[src/rtl/imem_loader_pkg.sv]
// rtl/imem_loader_pkg.sv - shared types and constants for the instruction SRAM loader
package imem_loader_pkg;

  typedef enum logic [2:0] {
    ST_IDLE,
    ST_WRITE,
    ST_RD_ISSUE,
    ST_RD_DRAIN,
    ST_DONE,
    ST_ERR
  } loader_state_e;

  localparam int         SUM_W       = 32;
  localparam logic [3:0] WEB_ALL_OFF = 4'hF;

endpackage

[src/rtl/imem_loader_if.sv]
// rtl/imem_loader_if.sv - instruction stream and SRAM wrapper port bundle
interface imem_loader_if #(
  parameter int ADDR_W = 14
) ();

  logic              in_valid;
  logic [31:0]       in_data;
  logic              in_ready;
  logic              sram_cs;
  logic              sram_oe;
  logic [3:0]        sram_web;
  logic [ADDR_W-1:0] sram_a;
  logic [31:0]       sram_di;
  logic [31:0]       sram_do;

  // master is the loader; slave is the word source plus the SRAM
  modport master (
    input  in_valid, in_data, sram_do,
    output in_ready, sram_cs, sram_oe, sram_web, sram_a, sram_di
  );

  modport slave (
    output in_valid, in_data, sram_do,
    input  in_ready, sram_cs, sram_oe, sram_web, sram_a, sram_di
  );

endinterface

[src/rtl/imem_loader_checksum.sv]
// rtl/imem_loader_checksum.sv - wrapping 32-bit accumulator with clear and add-enable
module loader_checksum
  import imem_loader_pkg::*;
(
  input  logic             clk,
  input  logic             nrst,
  input  logic             i_clr,
  input  logic             i_add,
  input  logic [SUM_W-1:0] i_data,
  output logic [SUM_W-1:0] o_sum,
  output logic [SUM_W-1:0] o_sum_next
);

  logic [SUM_W-1:0] r_sum;
  logic [SUM_W-1:0] w_sum_add;

  assign w_sum_add = r_sum + i_data;

  // the look-ahead value lets the owner compare a sum that includes this cycle's add
  always_comb begin
    o_sum_next = r_sum;
    if (i_clr) begin
      o_sum_next = '0;
    end else if (i_add) begin
      o_sum_next = w_sum_add;
    end
  end

  always_ff @(posedge clk or negedge nrst) begin
    if (!nrst) begin
      r_sum <= '0;
    end else begin
      r_sum <= o_sum_next;
    end
  end

  assign o_sum = r_sum;

endmodule

[src/rtl/imem_loader.sv]
// rtl/imem_loader.sv - boot-time instruction SRAM writer with optional readback checksum
module imem_loader
  import imem_loader_pkg::*;
#(
  parameter int ADDR_W    = 14,
  parameter int BASE_WORD = 0,
  parameter bit VERIFY    = 1'b1
) (
  input  logic            clk,
  input  logic            nrst,
  input  logic            start,
  input  logic [ADDR_W:0] len,
  imem_loader_if.master   bus,
  output logic            busy,
  output logic            done,
  output logic            error,
  output logic            cpu_hold
);

  localparam logic [ADDR_W:0]   FULL_LEN = {1'b1, {ADDR_W{1'b0}}};
  localparam logic [ADDR_W-1:0] BASE_A   = ADDR_W'(BASE_WORD);

  loader_state_e     r_state;
  loader_state_e     w_next;
  logic [ADDR_W:0]   r_len;
  logic [ADDR_W:0]   r_wcnt;
  logic [ADDR_W:0]   r_rcnt;
  logic              r_rd_vld;
  logic              r_done;
  logic              r_error;

  logic              w_start_ok;
  logic              w_wr_fire;
  logic              w_enter_done;
  logic [ADDR_W:0]   w_len_m1;
  logic [SUM_W-1:0]  w_wsum;
  logic [SUM_W-1:0]  w_wsum_next;
  logic [SUM_W-1:0]  w_rsum;
  logic [SUM_W-1:0]  w_rsum_next;

  assign w_start_ok = start && (r_state == ST_IDLE || r_state == ST_DONE || r_state == ST_ERR);
  assign w_wr_fire  = (r_state == ST_WRITE) && bus.in_valid;
  assign w_len_m1   = r_len - 1'b1;

  loader_checksum u_wsum (
    .clk        (clk),
    .nrst       (nrst),
    .i_clr      (w_start_ok),
    .i_add      (w_wr_fire),
    .i_data     (bus.in_data),
    .o_sum      (w_wsum),
    .o_sum_next (w_wsum_next)
  );

  // sram_do is sampled one cycle after its address, hence r_rd_vld as the add-enable
  loader_checksum u_rsum (
    .clk        (clk),
    .nrst       (nrst),
    .i_clr      (w_start_ok),
    .i_add      (r_rd_vld),
    .i_data     (bus.sram_do),
    .o_sum      (w_rsum),
    .o_sum_next (w_rsum_next)
  );

  always_comb begin
    w_next       = r_state;
    w_enter_done = 1'b0;
    unique case (r_state)
      ST_IDLE, ST_DONE, ST_ERR: begin
        if (start) begin
          if (len == '0) begin
            w_next       = ST_DONE;
            w_enter_done = 1'b1;
          end else if (len > FULL_LEN) begin
            w_next = ST_ERR;
          end else begin
            w_next = ST_WRITE;
          end
        end
      end
      ST_WRITE: begin
        if (w_wr_fire && r_wcnt == w_len_m1) begin
          if (VERIFY) begin
            w_next = ST_RD_ISSUE;
          end else begin
            w_next       = ST_DONE;
            w_enter_done = 1'b1;
          end
        end
      end
      ST_RD_ISSUE: begin
        if (r_rcnt == w_len_m1) begin
          w_next = ST_RD_DRAIN;
        end
      end
      ST_RD_DRAIN: begin
        // the last read word lands this cycle, so compare against the look-ahead sum
        if (w_rsum_next == w_wsum) begin
          w_next       = ST_DONE;
          w_enter_done = 1'b1;
        end else begin
          w_next = ST_ERR;
        end
      end
      default: w_next = ST_IDLE;
    endcase
  end

  always_ff @(posedge clk or negedge nrst) begin
    if (!nrst) begin
      r_state  <= ST_IDLE;
      r_len    <= '0;
      r_wcnt   <= '0;
      r_rcnt   <= '0;
      r_rd_vld <= 1'b0;
      r_done   <= 1'b0;
      r_error  <= 1'b0;
    end else begin
      r_state  <= w_next;
      r_done   <= w_enter_done;
      r_rd_vld <= (r_state == ST_RD_ISSUE);
      if (w_start_ok) begin
        r_len   <= len;
        r_wcnt  <= '0;
        r_rcnt  <= '0;
        r_error <= (w_next == ST_ERR);
      end else begin
        if (w_wr_fire) begin
          r_wcnt <= r_wcnt + 1'b1;
        end
        if (r_state == ST_RD_ISSUE) begin
          r_rcnt <= r_rcnt + 1'b1;
        end
        if (w_next == ST_ERR) begin
          r_error <= 1'b1;
        end
      end
    end
  end

  always_comb begin
    bus.in_ready = (r_state == ST_WRITE);
    bus.sram_cs  = 1'b1;
    bus.sram_oe  = 1'b1;
    bus.sram_web = WEB_ALL_OFF;
    bus.sram_a   = '0;
    bus.sram_di  = '0;
    if (w_wr_fire) begin
      bus.sram_web = 4'h0;
      bus.sram_a   = BASE_A + r_wcnt[ADDR_W-1:0];
      bus.sram_di  = bus.in_data;
    end else if (r_state == ST_RD_ISSUE) begin
      bus.sram_a   = BASE_A + r_rcnt[ADDR_W-1:0];
    end
  end

  assign busy     = (r_state == ST_WRITE) || (r_state == ST_RD_ISSUE) || (r_state == ST_RD_DRAIN);
  assign done     = r_done;
  assign error    = r_error;
  assign cpu_hold = (r_state != ST_DONE);

endmodule
[src/flat_wrapper.sv]
// flat-port wrapper written by rule: the top's interface ports become plain ports
module imem_loader_flat import imem_loader_pkg::*;
#(
  parameter int ADDR_W    = 14,
  parameter int BASE_WORD = 0,
  parameter bit VERIFY    = 1'b1
)
  (clk, nrst, start, len, busy, done, error, cpu_hold, bus_in_valid, bus_in_data, bus_sram_do, bus_in_ready, bus_sram_cs, bus_sram_oe, bus_sram_web, bus_sram_a, bus_sram_di);
  imem_loader_if #(.ADDR_W(ADDR_W)) bus_i ();
  input  logic clk;
  input  logic nrst;
  input  logic start;
  input  logic [ADDR_W:0] len;
  output logic busy;
  output logic done;
  output logic error;
  output logic cpu_hold;
  input wire logic [$bits(bus_i.in_valid)-1:0] bus_in_valid;
  input wire logic [$bits(bus_i.in_data)-1:0] bus_in_data;
  input wire logic [$bits(bus_i.sram_do)-1:0] bus_sram_do;
  output wire logic [$bits(bus_i.in_ready)-1:0] bus_in_ready;
  output wire logic [$bits(bus_i.sram_cs)-1:0] bus_sram_cs;
  output wire logic [$bits(bus_i.sram_oe)-1:0] bus_sram_oe;
  output wire logic [$bits(bus_i.sram_web)-1:0] bus_sram_web;
  output wire logic [$bits(bus_i.sram_a)-1:0] bus_sram_a;
  output wire logic [$bits(bus_i.sram_di)-1:0] bus_sram_di;
  assign bus_i.in_valid = bus_in_valid;
  assign bus_i.in_data = bus_in_data;
  assign bus_i.sram_do = bus_sram_do;
  assign bus_in_ready = bus_i.in_ready;
  assign bus_sram_cs = bus_i.sram_cs;
  assign bus_sram_oe = bus_i.sram_oe;
  assign bus_sram_web = bus_i.sram_web;
  assign bus_sram_a = bus_i.sram_a;
  assign bus_sram_di = bus_i.sram_di;
  imem_loader #(.ADDR_W(ADDR_W), .BASE_WORD(BASE_WORD), .VERIFY(VERIFY)) u_core (.clk(clk), .nrst(nrst), .start(start), .len(len), .bus(bus_i), .busy(busy), .done(done), .error(error), .cpu_hold(cpu_hold));
endmodule
[config.mk]
export PLATFORM = sky130hd
export DESIGN_NAME = imem_loader_flat
export DESIGN_NICKNAME = d
export VERILOG_FILES = /design/src/rtl/imem_loader_pkg.sv /design/src/rtl/imem_loader_if.sv /design/src/rtl/imem_loader_checksum.sv /design/src/rtl/imem_loader.sv /design/src/flat_wrapper.sv
export SDC_FILE = /design/constraint.sdc
export NUM_CORES = 1
export LEC_CHECK = 0
export BUFFER_PORTS_ARGS = -buffer_cell sky130_fd_sc_hd__buf_2
export CORE_MARGIN = 10
export CORE_UTILIZATION = 50
export CTS_BUF_LIST = sky130_fd_sc_hd__clkbuf_16
export DETAILED_ROUTE_END_ITERATION = 10
export HOLD_SLACK_MARGIN = 0.08
export PLACE_DENSITY = 0.71
export RECOVER_POWER = 25
export SLEW_MARGIN = 20
export SYNTH_ARGS = -nofsm -noshare
export SYNTH_HDL_FRONTEND = slang
export SYNTH_HIERARCHICAL = 1
export SYNTH_SLANG_ARGS = --single-unit
[constraint.sdc]
create_clock -name clk -period 4.3 [get_ports clk]
set_input_delay 0.43 -clock clk [delete_from_list [all_inputs] [get_ports clk]]
set_output_delay 0.43 -clock clk [all_outputs]
set_load 0.005 [all_outputs]
==> metrics.yaml <==
power:
  p_comb_share_pct: 46.7
  seq_power_share_pct: 28.1
  p_leak_nw: 5.44
  vdd_drop_max_uv: 339
  power_mw: 6.08
  intPower_mw: 3.54
  switching_share_pct: 41.8
  power.switching_mw: 2.54
  powerDensity_nw_per_um2: 538
  clock_power_share_pct: 25.2
cts:
  clockBufferDepth: 2
  htreeDepth: 4
  cts_tree: "yes"
  clk_latency_ns: 0.42
  clock_sinks: 115
  cts_setup_buffers: 0
  cts_resized: 0
  clkSlewWorstSetupHoldPaths_ns: 0.06
  clockRootBuffer: "clkbuf_16"
  cts_hold_buf: 0
  cts_buffers: 17
sta:
  fin_skew_ns: 0.00801
  slew_violations: 66
  min_period_ns: 3.93
  rsz0062_at_grt: "no"
  period_share_pct: 91.5
  timing.fmax_ghz: 0.254
  slew_headroom_pct: -146
  tns_ns: 0
  holdWs_ns: 0.228
  worstMarginPinSlew_ns: 3.70
  finalSetupViolCount: 0
  hold_viol_final: 0
place:
  port_buffers: 137
  gp_congestion: 0.946
  hpwl_mm: 22.0
yosys:
  synthTopCellsByCount: "nand2_1 (130), dfrtp_1 (115), nor2_1 (105), xor2_1 (85), a21oi_1 (69)"
  ys_seq_area_share_pct: 29.1
  synth_edf_count: 0
  yosysMostFrequentCell: "nand2_1"
  synth.ff_latch_count: 115
  syn_inst: 1167
  ys_warn_count: 6
  synth_top_area_share_pct: 29.1
  synthesis.area_um2: 9880
  synthTopCellsByArea: "dfrtp_1 (29%), ha_1 (8.2%), xor2_1 (7.5%), xnor2_1 (5.1%), nand2_1 (4.9%)"
  avgSynthCellArea_um2: 8.47
  synth_cell_types: 91
  async_flop_share_pct: 100
  yosysTopAreaCell: "dfrtp_1"
  synthFlopType: "dfrtp_1"
critical_path:
  cp-start-kind: "register"
  cp.arrival_ns: 4.21
  cpPeakStageDelay_ns: 0.57
  cp_slowest_cell: "or4_1"
  criticalPathCategory: "reg -> reg"
  crit_required_ns: 4.57
  cp_max_fo: 7
  cp_common_cell: "nor4_1"
  crit_chain: "ha_1 -> a21oi_1 -> o21ai_0 -> a221oi_2 -> nand2_2 -> o31ai_4 -> nor4_1 -> or4_1 -> xor2_1 -> nor4_1 -> nand4_1 -> or3_1 -> nand2_1 -> o211ai_1"
  critPathCaptureType: "register"
grt:
  grt_pass1_wl_mm: 46.9
  grt_overflow: 0
  grt_start_max_net_pins: 66
  grtUsageTotal_pct: 22.0
  grt_pass1_vias: 8897
  antenna_found_initial: 0
die:
  io_pins: 140
  fp.dieH_um: 161
  rows: 51
  die_area_um2: 25800
  core_area_um2: 19500
  start_util_pct: 50.8
  die_w_um: 161
run:
  cap_viol_max_count: 1
outcome:
  status: "finished with violations"
  violations: "capacitance limit, slew limit"
routing:
  wl_per_cell_um: 18.6
  highest_layer: "met4"
  ant_nets: 0
  wl_met2_mm: 12.6
  remaining_drc_errors: 0
  via_per_inst: 5.85
  wl_met1_mm: 13.7
  drtIter0Drc: 799
  wirelength_mm: 28.8
  wl_met3_mm: 1.95
  vias: 9037
  first_pass_iters: 5
layout:
  final_nets: 1418
  diodes: 0
  area_growth_pct: 14.5
  fill_cells: 1721
  drive_above_1_share_pct: 17.3
hold_path:
  hold_path_class: "in -> reg"
-- metal layers --
layer,track usage (%),vias up
met2,33.4,324
li1,-,4374
met5,0,-
met3,4.52,37
met1,31.1,4302
met4,5.93,0
-- worst paths after layout --
kind / startpoint / to / slack, ns / cells after the start
worst min register to register: u_core/u_wsum/o_sum[27] / u_core/u_wsum/o_sum[27] / 0.56 / 2
max in group asynchronous: nrst / u_core/r_wcnt[13] / 0.91 / 1
worst max-delay path: u_core/u_rsum/o_sum[16] / u_core/r_state[0] / 0.37 / 14
min in group asynchronous: nrst / u_core/u_wsum/o_sum[9] / 1.27 / 1
worst max register to register: u_core/u_rsum/o_sum[16] / u_core/r_state[0] / 0.37 / 14
worst min-delay path: len[6] / u_core/r_len[6] / 0.23 / 3
-- state kept, by name (all words and copies together) (netlist names) --
register             cells
u_core/done              1
u_core/error             1
u_core/r_len            15
u_core/r_rcnt           15
u_core/r_rd_vld          1
u_core/r_state           3
u_core/r_wcnt           15
u_core/u_rsum/o_sum     32
u_core/u_wsum/o_sum     32
-- metrics by stage --
stage	cells	worst slack, ns	utilization [%]	cell area, um2
2_1_floorplan	1168	0.728	-	9890
3_3_place_gp	1514	0.312	54.9	10700
3_5_place_dp	1514	0.203	54.9	10700
4_1_cts	1546	0.372	58.2	11300
5_1_grt	1546	0.0656	58.1	11300
6_report	1546	0.365	58.1	11300
-- placed cells by master, fill, tap and decap left out, types with 15 or more instances in the layout --
cell type | synthesis | routed
nand4_1 | 18 | 18
mux2i_1 | 32 | 32
a21o_1 | 24 | 24
nand3_1 | 25 | 25
nand2_1 | 130 | 130
buf_2 | 9 | 136
xor2_1 | 85 | 85
nor2_1 | 105 | 105
xnor2_1 | 58 | 58
o21ai_0 | 52 | 52
ha_1 | 65 | 65
inv_1 | 18 | 17
nor4_1 | 18 | 18
o21ai_1 | 19 | 19
and2_1 | 39 | 39
a22o_1 | 15 | 15
clkbuf_16 | 0 | 17
dfrtp_1 | 115 | 115
a211oi_1 | 15 | 15
a21oi_1 | 69 | 69
-- cell type report --
type | count | area [um2] | share of cell area (%)
multi-input cells | 967 | 6630 | 58.6
clock inverters | 15 | 214 | 1.89
flip-flops and latches | 115 | 2880 | 25.4
clock buffers | 17 | 425 | 3.76
repair buffers | 148 | 764 | 6.76
well taps | 265 | 332 | 2.93
inverters | 19 | 71.3 | 0.630
-- kinds of logic (layout without fill, tap and decap cells) --
logic type,Yosys count,count (layout),synth area share (%)
simple gates,436,436,22.2
compound gates,284,284,19.7
xor+xnor,145,145,13.1
flops,115,115,29.1
buf+inv,86,199,3.89
fa+ha+maj,67,67,8.63
mux,33,33,3.35
other cells,1,2,0.0379
-- power by group through the flow --
stage / combinational, mW / sequential [mW] / clock (mW)
floorplan: 2.27 / 1.49 / 0
global placement: 2.73 / 1.70 / 0
detailed placement: 2.78 / 1.70 / 0
CTS: 2.80 / 1.69 / 1.55
global route: 3.14 / 1.74 / 1.60
finish: 2.84 / 1.71 / 1.53
-- critical path, delay by kind of cell (launching register included) --
| kind | cells | cell delay (ns) |
|---|---|---|
| flip-flops | 1 | 0.41 |
| XOR/XNOR | 1 | 0.17 |
| AO/OA/AOI/OAI | 5 | 0.96 |
| AND/OR/NAND/NOR | 7 | 1.85 |
| adder cells (fa/ha/maj) | 1 | 0.41 |
(Power assumes the default switching activity.)
